### src/rtl/alu_decode_stage.sv
// ---------------------------------------------------------------------------
// alu_decode_stage
//
// Single-entry decode stage for a MIPS-style integer pipeline. An instruction
// word plus its two register operands is accepted through a valid/ready
// handshake, decoded into ALU operands, an ALU control code and a write-back
// target, and presented one cycle later on a registered output bundle that
// holds until the execute stage accepts it.
//
// Ports
//   clk          in   1  clock, all state updates on the rising edge
//   reset        in   1  synchronous active-high reset
//   in_valid     in   1  instruction and operands present
//   in_ready     out  1  stage can accept (empty, or bundle leaving now)
//   instr        in  32  instruction word
//   rs_data      in  32  register rs value
//   rt_data      in  32  register rt value
//   out_valid    out  1  decoded bundle present
//   out_ready    in   1  execute stage accepts the bundle
//   alu_a        out 32  ALU operand A
//   alu_b        out 32  ALU operand B
//   alu_ctrl     out  4  ALU control code
//   wb_reg       out  5  destination register
//   wb_en        out  1  result is written back
//   illegal      out  1  bundle is an unsupported instruction
//   illegal_cnt  out  8  saturating count of accepted illegal instructions
// ---------------------------------------------------------------------------
module alu_decode_stage #(
  parameter int DATA_W = 32
) (
  input  logic              clk,
  input  logic              reset,
  input  logic              in_valid,
  output logic              in_ready,
  input  logic [31:0]       instr,
  input  logic [DATA_W-1:0] rs_data,
  input  logic [DATA_W-1:0] rt_data,
  output logic              out_valid,
  input  logic              out_ready,
  output logic [DATA_W-1:0] alu_a,
  output logic [DATA_W-1:0] alu_b,
  output logic [3:0]        alu_ctrl,
  output logic [4:0]        wb_reg,
  output logic              wb_en,
  output logic              illegal,
  output logic [7:0]        illegal_cnt
);

  localparam logic [3:0] ALU_AND = 4'b0000;
  localparam logic [3:0] ALU_OR  = 4'b0001;
  localparam logic [3:0] ALU_ADD = 4'b0010;
  localparam logic [3:0] ALU_XOR = 4'b0011;
  localparam logic [3:0] ALU_SLL = 4'b0100;
  localparam logic [3:0] ALU_SRL = 4'b0101;
  localparam logic [3:0] ALU_SUB = 4'b0110;
  localparam logic [3:0] ALU_SLT = 4'b0111;
  localparam logic [3:0] ALU_SRA = 4'b1000;
  localparam logic [3:0] ALU_BEQ = 4'b1001;
  localparam logic [3:0] ALU_BNE = 4'b1010;
  localparam logic [3:0] ALU_NOR = 4'b1100;

  localparam logic [5:0] OP_RTYPE = 6'h00;
  localparam logic [5:0] OP_BEQ   = 6'h04;
  localparam logic [5:0] OP_BNE   = 6'h05;
  localparam logic [5:0] OP_ADDI  = 6'h08;
  localparam logic [5:0] OP_ADDIU = 6'h09;
  localparam logic [5:0] OP_SLTI  = 6'h0A;
  localparam logic [5:0] OP_ANDI  = 6'h0C;
  localparam logic [5:0] OP_ORI   = 6'h0D;
  localparam logic [5:0] OP_XORI  = 6'h0E;
  localparam logic [5:0] OP_LW    = 6'h23;
  localparam logic [5:0] OP_SW    = 6'h2B;

  // Immediate and shift-amount widening helpers
  function automatic logic signed [DATA_W-1:0] sext16(input logic [15:0] imm);
    logic signed [15:0] simm;
    simm = imm;
    return DATA_W'(simm);
  endfunction

  function automatic logic [DATA_W-1:0] zext16(input logic [15:0] imm);
    return {{(DATA_W-16){1'b0}}, imm};
  endfunction

  function automatic logic [DATA_W-1:0] zext5(input logic [4:0] sh);
    return {{(DATA_W-5){1'b0}}, sh};
  endfunction

  function automatic logic [7:0] sat_inc8(input logic [7:0] v);
    return (v == 8'hFF) ? v : v + 8'd1;
  endfunction

  // Instruction fields
  logic [5:0]  op;
  logic [5:0]  funct;
  logic [4:0]  rt_idx;
  logic [4:0]  rd_idx;
  logic [4:0]  shamt;
  logic [15:0] imm16;

  assign op     = instr[31:26];
  assign rt_idx = instr[20:16];
  assign rd_idx = instr[15:11];
  assign shamt  = instr[10:6];
  assign funct  = instr[5:0];
  assign imm16  = instr[15:0];

  // Combinational decode of the word currently on the input
  logic [DATA_W-1:0] dec_a;
  logic [DATA_W-1:0] dec_b;
  logic [3:0]        dec_ctrl;
  logic [4:0]        dec_wb_reg;
  logic              dec_writes;
  logic              dec_wb_en;
  logic              dec_illegal;

  always_comb begin
    dec_a       = rs_data;
    dec_b       = rt_data;
    dec_ctrl    = ALU_ADD;
    dec_wb_reg  = 5'd0;
    dec_writes  = 1'b0;
    dec_illegal = 1'b0;
    case (op)
      OP_RTYPE: begin
        dec_wb_reg = rd_idx;
        dec_writes = 1'b1;
        case (funct)
          6'h20, 6'h21: dec_ctrl = ALU_ADD;
          6'h22, 6'h23: dec_ctrl = ALU_SUB;
          6'h24:        dec_ctrl = ALU_AND;
          6'h25:        dec_ctrl = ALU_OR;
          6'h26:        dec_ctrl = ALU_XOR;
          6'h27:        dec_ctrl = ALU_NOR;
          6'h2A:        dec_ctrl = ALU_SLT;
          // Constant shifts take the amount from the shamt field on A
          6'h00: begin dec_ctrl = ALU_SLL; dec_a = zext5(shamt); end
          6'h02: begin dec_ctrl = ALU_SRL; dec_a = zext5(shamt); end
          6'h03: begin dec_ctrl = ALU_SRA; dec_a = zext5(shamt); end
          6'h04:        dec_ctrl = ALU_SLL;
          6'h06:        dec_ctrl = ALU_SRL;
          6'h07:        dec_ctrl = ALU_SRA;
          default:      dec_illegal = 1'b1;
        endcase
      end
      OP_ADDI, OP_ADDIU: begin
        dec_b = sext16(imm16); dec_wb_reg = rt_idx; dec_writes = 1'b1;
      end
      OP_SLTI: begin
        dec_ctrl = ALU_SLT; dec_b = sext16(imm16); dec_wb_reg = rt_idx; dec_writes = 1'b1;
      end
      OP_ANDI: begin
        dec_ctrl = ALU_AND; dec_b = zext16(imm16); dec_wb_reg = rt_idx; dec_writes = 1'b1;
      end
      OP_ORI: begin
        dec_ctrl = ALU_OR; dec_b = zext16(imm16); dec_wb_reg = rt_idx; dec_writes = 1'b1;
      end
      OP_XORI: begin
        dec_ctrl = ALU_XOR; dec_b = zext16(imm16); dec_wb_reg = rt_idx; dec_writes = 1'b1;
      end
      OP_LW: begin
        dec_b = sext16(imm16); dec_wb_reg = rt_idx; dec_writes = 1'b1;
      end
      // Store computes the address only; rt is the data, not a destination
      OP_SW:  dec_b = sext16(imm16);
      OP_BEQ: dec_ctrl = ALU_BEQ;
      OP_BNE: dec_ctrl = ALU_BNE;
      default: dec_illegal = 1'b1;
    endcase
    // Illegal words are squashed to a harmless add of zeros with no write-back
    if (dec_illegal) begin
      dec_a      = '0;
      dec_b      = '0;
      dec_ctrl   = ALU_ADD;
      dec_wb_reg = 5'd0;
      dec_writes = 1'b0;
    end
  end

  // Writes to $0 are architecturally discarded, so never request them
  assign dec_wb_en = dec_writes && (dec_wb_reg != 5'd0);

  // Output bundle registers
  logic              vld_p1_q;
  logic [DATA_W-1:0] alu_a_p1_q,  alu_a_p1_d;
  logic [DATA_W-1:0] alu_b_p1_q,  alu_b_p1_d;
  logic [3:0]        ctrl_p1_q,   ctrl_p1_d;
  logic [4:0]        wb_reg_p1_q, wb_reg_p1_d;
  logic              wb_en_p1_q,  wb_en_p1_d;
  logic              ill_p1_q,    ill_p1_d;
  logic [7:0]        ill_cnt_q,   ill_cnt_d;
  logic              xfer;

  assign in_ready = !vld_p1_q || out_ready;
  assign xfer     = in_valid && in_ready;

  // Bundle fields only change on a transfer, so a stalled bundle holds
  always_comb begin
    alu_a_p1_d  = alu_a_p1_q;
    alu_b_p1_d  = alu_b_p1_q;
    ctrl_p1_d   = ctrl_p1_q;
    wb_reg_p1_d = wb_reg_p1_q;
    wb_en_p1_d  = wb_en_p1_q;
    ill_p1_d    = ill_p1_q;
    ill_cnt_d   = ill_cnt_q;
    if (xfer) begin
      alu_a_p1_d  = dec_a;
      alu_b_p1_d  = dec_b;
      ctrl_p1_d   = dec_ctrl;
      wb_reg_p1_d = dec_wb_reg;
      wb_en_p1_d  = dec_wb_en;
      ill_p1_d    = dec_illegal;
      if (dec_illegal) ill_cnt_d = sat_inc8(ill_cnt_q);
    end
  end

  // ---- stage boundary: decode -> registered output bundle ----
  always_ff @(posedge clk) begin
    if (reset) begin
      vld_p1_q    <= 1'b0;
      alu_a_p1_q  <= '0;
      alu_b_p1_q  <= '0;
      ctrl_p1_q   <= 4'b0000;
      wb_reg_p1_q <= 5'd0;
      wb_en_p1_q  <= 1'b0;
      ill_p1_q    <= 1'b0;
      ill_cnt_q   <= 8'd0;
    end else begin
      if (xfer)           vld_p1_q <= 1'b1;
      else if (out_ready) vld_p1_q <= 1'b0;
      alu_a_p1_q  <= alu_a_p1_d;
      alu_b_p1_q  <= alu_b_p1_d;
      ctrl_p1_q   <= ctrl_p1_d;
      wb_reg_p1_q <= wb_reg_p1_d;
      wb_en_p1_q  <= wb_en_p1_d;
      ill_p1_q    <= ill_p1_d;
      ill_cnt_q   <= ill_cnt_d;
    end
  end

  assign out_valid   = vld_p1_q;
  assign alu_a       = alu_a_p1_q;
  assign alu_b       = alu_b_p1_q;
  assign alu_ctrl    = ctrl_p1_q;
  assign wb_reg      = wb_reg_p1_q;
  assign wb_en       = wb_en_p1_q;
  assign illegal     = ill_p1_q;
  assign illegal_cnt = ill_cnt_q;

endmodule

### config.mk
export PLATFORM = sky130hd
export DESIGN_NAME = alu_decode_stage
export DESIGN_NICKNAME = d
export VERILOG_FILES = /design/src/rtl/alu_decode_stage.sv
export SDC_FILE = /design/constraint.sdc
export NUM_CORES = 1
export LEC_CHECK = 0
export ABC_CLOCK_PERIOD_IN_PS = 3600
export CORE_MARGIN = 3
export CORE_UTILIZATION = 55
export DETAILED_ROUTE_END_ITERATION = 6
export DONT_BUFFER_PORTS = 1
export GPL_TIMING_DRIVEN = 0
export PLACE_DENSITY_LB_ADDON = 0.3
export SLEW_MARGIN = 10
export SYNTH_ARGS = -nofsm -noshare
export SYNTH_HDL_FRONTEND = slang
export SYNTH_SLANG_ARGS = --single-unit
### constraint.sdc
create_clock -name clk -period 3.6 [get_ports clk]
set_clock_uncertainty 0.2 [all_clocks]
set_input_delay 0.36 -clock clk [delete_from_list [all_inputs] [get_ports clk]]
set_output_delay 0.36 -clock clk [all_outputs]
set_load 0.05 [all_outputs]
---- Word level (Yosys, flattened, before mapping) ----
Index checks and enable logic that the tools add are counted.
cells by class
  $add $sub $neg .......................... 1
  $mul .................................... 0
  divide/modulo/power cells ............... 0
  order comparisons ....................... 0
  eq/ne operators ......................... 25
  shift operators ......................... 0
  muxes and demuxes ....................... 16
  bitwise operators ....................... 1
  reductions and logical operators ........ 20
operators by type and width
  kind                                                  number
  two-way mux 32 bit                                    4
  equality test 6 bit (second input constant)           11
  case mux 32 bit (2 select lines)                      1
  equality test 6 x 4 -> 1 bit (second input constant)  6
  case mux 4 bit (9 select lines)                       1
  equality test 6 x 3 -> 1 bit (second input constant)  5
  case mux 4 bit (7 select lines)                       1
  OR reduction 15 bit                                   1
  equality test 6 x 2 -> 1 bit (second input constant)  2
  zero test 6 bit                                       2
  case mux 5 bit (2 select lines)                       1
  OR reduction 10 bit                                   1
  adder 8 x 1 -> 8 bit (second input constant)          1
  equality test 8 bit (second input constant)           1
  OR reduction 2 bit                                    4
  OR reduction 8 bit                                    1
  OR reduction 7 bit                                    1
  OR reduction 3 bit                                    2
  two-way mux 1 bit                                     5
  two-way mux 5 bit                                     1
  nonzero test 5 bit                                    1
  OR reduction 5 bit                                    1
  two-way mux 4 bit                                     1
  AND reduction 3 bit                                   1
  other kinds (6)                                       7
word-level totals
  bits in registers ....................... 84
  latch bits .............................. 0
  RAM bits ................................ 0
  bits in read-only memories .............. 0
  input port bits ......................... 100
  logic and storage cells ................. 71
  memories ................................ 0

---- Logic depth before layout (Yosys ltp) ----
Gate-level depths: netlist of the first run.
  depth in word-level cells ............... 7
  mapped depth ............................ 8

---- Least setup slack after synthesis of the first run ----
OpenSTA, ideal clock, no wires.
  kind .................................... reg-to-reg
  from .................................... reg vld_p1_q, in the netlist out_valid
  to ...................................... reg alu_a_p1_q[12], in the netlist alu_a[12]
  library setup time ...................... 0.060 ns
  data arrival time ....................... 2.272 ns
  setup slack ............................. 1.067 ns
  cell stages (with the launch flop) ...... 6
  period minus slack after synthesis ...... 2.533 ns
  cells stage by stage .................... dfxtp_1 > nand2b_1 > nand3b_1 > a2111oi_4 > clkbuf_1 > a22o_1
between the ends
  word-level cells in the longest chain between the ends .. 3
ends and longest elaborated chain
  what                      line  RTL
  start: declaration        184   logic vld_p1_q;
  start signal: assignment  220   vld_p1_q <= 1'b0;
  start signal: assignment  229   if (xfer) vld_p1_q <= 1'b1;
  start signal: assignment  230   else if (out_ready) vld_p1_q <= 1'b0;
  zero test 1 bit           194   assign in_ready = !vld_p1_q || out_ready;
  logical OR 1 bit          194
  via in_ready              34    output logic in_ready,
  logical AND 1 bit         195   assign xfer = in_valid && in_ready;
  end signal: assignment    231   alu_a_p1_q <= alu_a_p1_d;
  end: declaration          185   logic [DATA_W-1:0] alu_a_p1_q, alu_a_p1_d;
The timed path passes the listed nets, and every way through them passes these cells.
A chain may end at the register's enable or synchronous reset.

---- Final worst setup path of the first run ----
  from .................................... reg vld_p1_q, in the netlist out_valid
  to ...................................... reg alu_a_p1_q[25], in the netlist alu_a[25]
The elaborated chain is that of the path after synthesis.

==> flow_summary_export.csv, run 1 <==
group,metric,value,unit
status,status,"finished clean",
worst_setup_path,reg2reg_setup_slack,0.62,ns
global_routing,grt.total_usage,26.1,%
clock_tree,cts_resized,0,
sta,worst_pin_slew,0.729,ns
worst_setup_path,cp_top_family,"compound AO/OA/AOI/OAI gates",
routing,wl_per_cell,19.9,um
clock_tree,ctsHoldBuffers,49,
die,floorplan.core_area,6490,um^2
worst_hold_path,worstHoldPathType,"input pin to flip-flop",
finish,instances_no_fill,545,
sta,slew_violations,0,
finish,area_delta_synth_final,21.4,%
worst_setup_path,path_cells,"nand2b_1 > nand3b_1 > a2111oi_4 > clkbuf_1 > a22o_1",
sta,setup_viol,0,
routing,num_vias,3400,
finish,layout_common_cells,"84 x dfxtp_1, 53 x dlygate4sd3_1, 47 x nand2_1",
synthesis,synth_largest_area_cell,"dfxtp_1",
clock_tree,cts_tree,"done",
clock_tree,clk_pin_slew_worst_paths,0.10,ns
worst_setup_path,slowest_delay,0.71,ns
clock_tree,clock_latency,0.34,ns
die,die_height,88.7,um
clock_tree,clockRootBuffer,"clkbuf_8",
finish,antenna_cells,0,
routing,ant_nets,0,
worst_hold_path,hold_depth,2,
pwr,p_per_area,410,nW/um^2
pwr,p_leak,1.65,nW
sta,grt_setup_unrepaired,"no",
worst_hold_path,min_to,"alu_b[11]",
synthesis,synth-seq-cells,84,
finish,layout.nets,564,
finish,final_util,70.4,%
routing,drtPass1Iterations,4,
synthesis,avgSynthCellArea,9.43,um^2
synthesis,ys.flop_type,"dfxtp_1",
placement,dpl.cell_count,476,
worst_setup_path,cp_slowest_cell,"a2111oi_4",
sta,hold_viol_final,0,
synthesis,postSynthCellCount,399,
sta,fin_tns_setup,0,ns
sta,fin_crit,2.98,ns
worst_setup_path,critPathArrivalTime,3.07,ns
routing,wl,10900,um
worst_setup_path,worstReg2RegEnd,"alu_a[25]",
finish,fill_cells,478,
synthesis,synth_edf_count,0,
clock_tree,cts_setup_buffers,0,
synthesis,yosys_warnings,0,
synthesis,synth_top_area_share,44.7,%
routing,drcViolationCount,0,
worst_setup_path,timing.rr.start,"out_valid",
die,dieArea,7870,um^2
worst_setup_path,rr_worst_depth,5,
placement,place_ws,0.654,ns
finish,layout_commonest_cell,"dfxtp_1",
worst_setup_path,worstPathMaxFanout,10,
sta,slew-limit-headroom,51.4,%
global_routing,grt_pass1_vias,3273,
synthesis,syn-cell-area,3760,um^2
placement,detailed_place_hpwl,7480,um
die,initial_core_util,57.9,%
synthesis,ys_types,53,
global_routing,grt_pass1_wl,15900,um
sta,fin_crit_sh,82.7,%
die,fp-row-count,29,
placement,io_buffers,0,
routing,viasPerCell,6.24,
worst_setup_path,critical_path_class,"flip-flop to flip-flop",
clock_tree,clock_sinks,84,
synthesis,synth_nets,500,
pwr,peakVddDrop,410,uV
sta,fmax,336,MHz
worst_setup_path,start_kind,"flip-flop",
global_routing,antenna_found_initial,0,
worst_setup_path,cp.required,3.70,ns
die,io_pins,185,
clock_tree,clock_path_buffers,2,
synthesis,async_flop_share,0,%
clock_tree,cts_made_buffers,9,
finish,register_area,1680,um^2
worst_setup_path,end_kind,"flip-flop",
die,die_w,88.7,um
clock_tree,htreeDepth,3,
synthesis,synth_area_leaders,"dfxtp_1 45%, a22o_1 6.3%, mux2i_1 5.9%, nand2_1 4.7%, o21ai_2 3.5%",
placement,place.gp.congestion,0.905,
flow_run,max_cap_viol_count,0,
finish,multi_input_area,1920,um^2
sta,fin_ws,0.623,ns
routing,drt_iter0_drc,259,
synthesis,ys_seq_area_share,44.7,%
finish,drive_gt1_share,10.7,%
global_routing,grt_overflow,0,
worst_hold_path,hp-start,"rt_data[11]",
global_routing,grt_max_degree,17,
worst_setup_path,crit_buf_inv,1,
## worst register-to-register path: cells and delay by family (launching register included)
| family | cells | cell delay, ns |
|---|---|---|
| AO/OA/AOI/OAI | 2 | 0.94 |
| buffers and inverters | 1 | 0.44 |
| AND/OR/NAND/NOR | 2 | 0.86 |
| flip-flops | 1 | 0.49 |
## where the power goes
part / switching [W] / internal, W
sequential: 0.0000952 / 0.000951
combinational: 0.000113 / 0.0000988
clock: 0.000357 / 0.000259
total: 0.000565 / 0.00131
## per-layer routing
metal | global-route usage (%) | share of wire [%]
met3 | 10.1 | 11
met4 | 10.3 | 2.5
met2 | 44.7 | 49
met1 | 29.0 | 38
met5 | 0 | 0
## how the worst max path moves through the flow
| stage | start | endpoint | slack [ns] | cells after the start |
|---|---|---|---|---|
| floorplan | out_valid | alu_a[12] | 1.07 | 5 |
| global placement | out_valid | alu_a[17] | 0.72 | 5 |
| detailed placement | out_valid | alu_a[24] | 0.65 | 5 |
| CTS | out_valid | alu_a[13] | 0.65 | 5 |
| global route | out_valid | alu_a[31] | 0.46 | 5 |
| finish | out_valid | alu_a[25] | 0.62 | 5 |
## cells by family after synthesis
logic type	after synthesis	synth area share, %
buffers and inverters	35	4.36
DFF	84	44.7
adders and majority gates	1	0.332
muxes	27	7.35
and+or+nand+nor	128	17.0
AOI/OAI and AO/OA	123	26.1
xor gates and xnor gates	1	0.233
## cell type report
type	count	share of cell area, %
Timing Repair Buffer	53	11.6
Tap cell	77	2.11
Clock buffer	9	2.71
Multi-Input combinational cell	280	42.0
Sequential cell	84	36.8
Buffer	30	3.18
Clock inverter	7	1.23
Inverter	5	0.411
## per-stage QoR
stage,hold WS (ns),total power (W),instance area (um^2)
detailed placement,0.297,0.00123,3860
floorplan,0.289,0.00119,3760
CTS,0.00120,0.00187,4530
finish,0.00732,0.00187,4570
global route,0.00203,0.00195,4570
global placement,0.293,0.00122,3860
## synth_stat cells (2+ instances only)
cell type  number
a21oi_1        24
a221oi_4        2
a22o_1         27
a22oi_1         7
a32o_1          2
and2_1          2
and3_1          3
buf_2           5
buf_6           3
clkbuf_1       21
dfxtp_1        84
inv_1           5
mux2_2          5
mux2i_1        22
nand2_1        47
nand2b_1       14
nand3_1         3
nand4_1         3
nor2_1         22
nor2b_1        10
nor3_1          7
nor3b_1         2
nor4_1          3
nor4b_1         2
o211ai_1       16
o21ai_0         2
o21ai_1         5
o21ai_2        15
o22ai_1         2
o2bb2ai_1       5
o31ai_1         3
or4_1           5
(Power assumes the default switching activity.)
==> run 2: changes to the inputs <==
--- a/config.mk
+++ b/config.mk
@@ -5,7 +5,7 @@
 export SDC_FILE = /design/constraint.sdc
 export NUM_CORES = 1
 export LEC_CHECK = 0
-export ABC_CLOCK_PERIOD_IN_PS = 3600
+export ABC_CLOCK_PERIOD_IN_PS = 3050
 export CORE_MARGIN = 3
 export CORE_UTILIZATION = 55
 export DETAILED_ROUTE_END_ITERATION = 6
==> constraint.sdc (replaced) <==
create_clock -name clk -period 3.05 [get_ports clk]
set_clock_uncertainty 0.2 [all_clocks]
set_input_delay 0.305 -clock clk [delete_from_list [all_inputs] [get_ports clk]]
set_output_delay 0.305 -clock clk [all_outputs]
set_load 0.05 [all_outputs]
==> run 2 against run 1 <==
First-iteration DRC count is 24% higher. Die area did not move. Clock power rose by 18%. Global-route usage rose by 1.8 points. Largest cell class unchanged. Highest routed layer unchanged.
==> flow_summary_export.csv, run 2 (synthesis gave the netlist of run 1 again) <==
group,metric,value,unit
status,status,"finished clean",
global_routing,grt_overflow,0,
placement,io_buffers,0,
clock_tree,cts_made_buffers,9,
die,dieArea,7870,um^2
worst_setup_path,timing.rr.start,"out_valid",
placement,detailed_place_hpwl,7480,um
placement,place_ws,0.104,ns
clock_tree,htreeDepth,3,
sta,hold_viol_final,0,
worst_setup_path,path_cells,"buf_2 > and3_1 > nand2_1 > a21oi_1 > clkbuf_1 > mux2i_1 > dlygate4sd3_1 > o21ai_2",
clock_tree,cts_tree,"done",
clock_tree,clock_path_buffers,2,
worst_setup_path,slowest_delay,0.62,ns
routing,drt_iter0_drc,320,
finish,layout.nets,584,
worst_setup_path,start_kind,"input pin",
sta,slew-limit-headroom,51.0,%
worst_setup_path,cp.required,3.09,ns
routing,ant_nets,0,
global_routing,grt_pass1_vias,3411,
sta,timing.hold.ws,0.00718,ns
clock_tree,clock_latency,0.34,ns
die,fp-row-count,29,
worst_hold_path,hold_depth,2,
clock_tree,clockRootBuffer,"clkbuf_8",
worst_hold_path,worstHoldPathType,"input pin to flip-flop",
routing,viasPerCell,6.17,
routing,drcViolationCount,0,
die,initial_core_util,57.9,%
worst_setup_path,worstPathMaxFanout,10,
global_routing,grt.total_usage,27.9,%
sta,fin_crit,2.92,ns
clock_tree,clock_sinks,84,
sta,fmax,343,MHz
sta,setup_viol,0,
global_routing,grt_pass1_wl,16800,um
sta,slew_violations,0,
finish,final_util,73.5,%
sta,grt_setup_unrepaired,"no",
placement,place.gp.congestion,0.905,
clock_tree,clk_pin_slew_worst_paths,0.10,ns
worst_setup_path,end_kind,"flip-flop",
pwr,p_per_area,469,nW/um^2
finish,layout_common_cells,"84 x dfxtp_1, 73 x dlygate4sd3_1, 47 x nand2_1",
pwr,finalPower,0.00224,W
die,die_height,88.7,um
clock_tree,cts_setup_buffers,0,
flow_run,max_cap_viol_count,0,
die,io_pins,185,
die,die_w,88.7,um
finish,area_delta_synth_final,26.8,%
sta,worst_pin_slew,0.735,ns
worst_setup_path,cp_top_family,"buffers and inverters",
routing,drtPass1Iterations,4,
worst_setup_path,critical_path_depth,8,
worst_setup_path,crit_buf_inv,3,
finish,antenna_cells,0,
global_routing,grt_max_degree,17,
worst_setup_path,critPathArrivalTime,2.96,ns
worst_setup_path,cp_slowest_cell,"clkbuf_1",
worst_setup_path,cp-startpoint,"instr[27]",
finish,layout_commonest_cell,"dfxtp_1",
routing,wl_per_cell,20.4,um
routing,num_vias,3484,
finish,drive_gt1_share,10.5,%
sta,fin_tns_setup,0,ns
worst_hold_path,hp-start,"rt_data[26]",
routing,wl,11500,um
pwr,peakVddDrop,489,uV
sta,fin_crit_sh,95.7,%
sta,fin_ws,0.132,ns
pwr,p_leak,1.74,nW
global_routing,antenna_found_initial,0,
die,floorplan.core_area,6490,um^2
worst_setup_path,critical_path_class,"input pin to flip-flop",
worst_setup_path,rr_worst_depth,5,
run 2: cell types whose count changed in the layout (fill, tap and decap cells not counted), sizes merged:
| cell | before | now |
|---|---|---|
| dlygate4sd3 | 53 | 73 |
run 2: final timing paths:
path	end	slack, ns
worst max-delay path	alu_b[7]	0.13
worst min-delay path	alu_b[26]	0.007
worst max register to register	alu_a[28]	0.26
worst min register to register	alu_a[1]	0.51
run 2: through the flow:
| step | area, um^2 | std cells |
|---|---|---|
| 6_report | 4770 | 565 |
| 3_3_place_gp | 3860 | 476 |
| 2_1_floorplan | 3760 | 399 |
| 5_1_grt | 4770 | 565 |
| 3_5_place_dp | 3860 | 476 |
| 4_1_cts | 4770 | 565 |
run 2: per-layer routing:
| metal | GRT usage (%) | vias to the layer above | routed length, um |
|---|---|---|---|
| li1 | - | 1639 | - |
| met1 | 30.8 | 1639 | 4340 |
| met2 | 48.7 | 182 | 5690 |
| met3 | 9.96 | 24 | 1230 |
| met4 | 11.0 | 0 | 269 |
| met5 | 0 | - | 0 |
run 2: cell type report:
type / instances / area, um^2
multi-input combinational: 280 / 1920
clock inverter: 7 / 56.3
clock buffer: 9 / 124
timing repair buffer: 73 / 731
tap: 77 / 96.3
buffer: 30 / 145
inverter: 5 / 18.8
fill: 440 / 1720
sequential: 84 / 1680
run 2: what timing repair did:
item                                    4_1_cts  5_1_grt
endpoints found under the hold margin        58        0
gates resized for setup                       0        1
endpoints found under the setup margin        0       21
hold buffers                                 73        0
run 2: worst register-to-register path: stages, from the launching register on:
cell	delay (ns)
dfxtp_1	0.50
nand2b_2	0.39
nand3b_1	0.23
a2111oi_4	0.69
clkbuf_1	0.48
a22o_1	0.25
run 2: power breakdown:
part	total [W]	internal, W	switching, W
clock	0.000727	0.000306	0.000421
sequential	0.00124	0.00112	0.000113
combinational	0.000278	0.000136	0.000142
total	0.00224	0.00156	0.000677
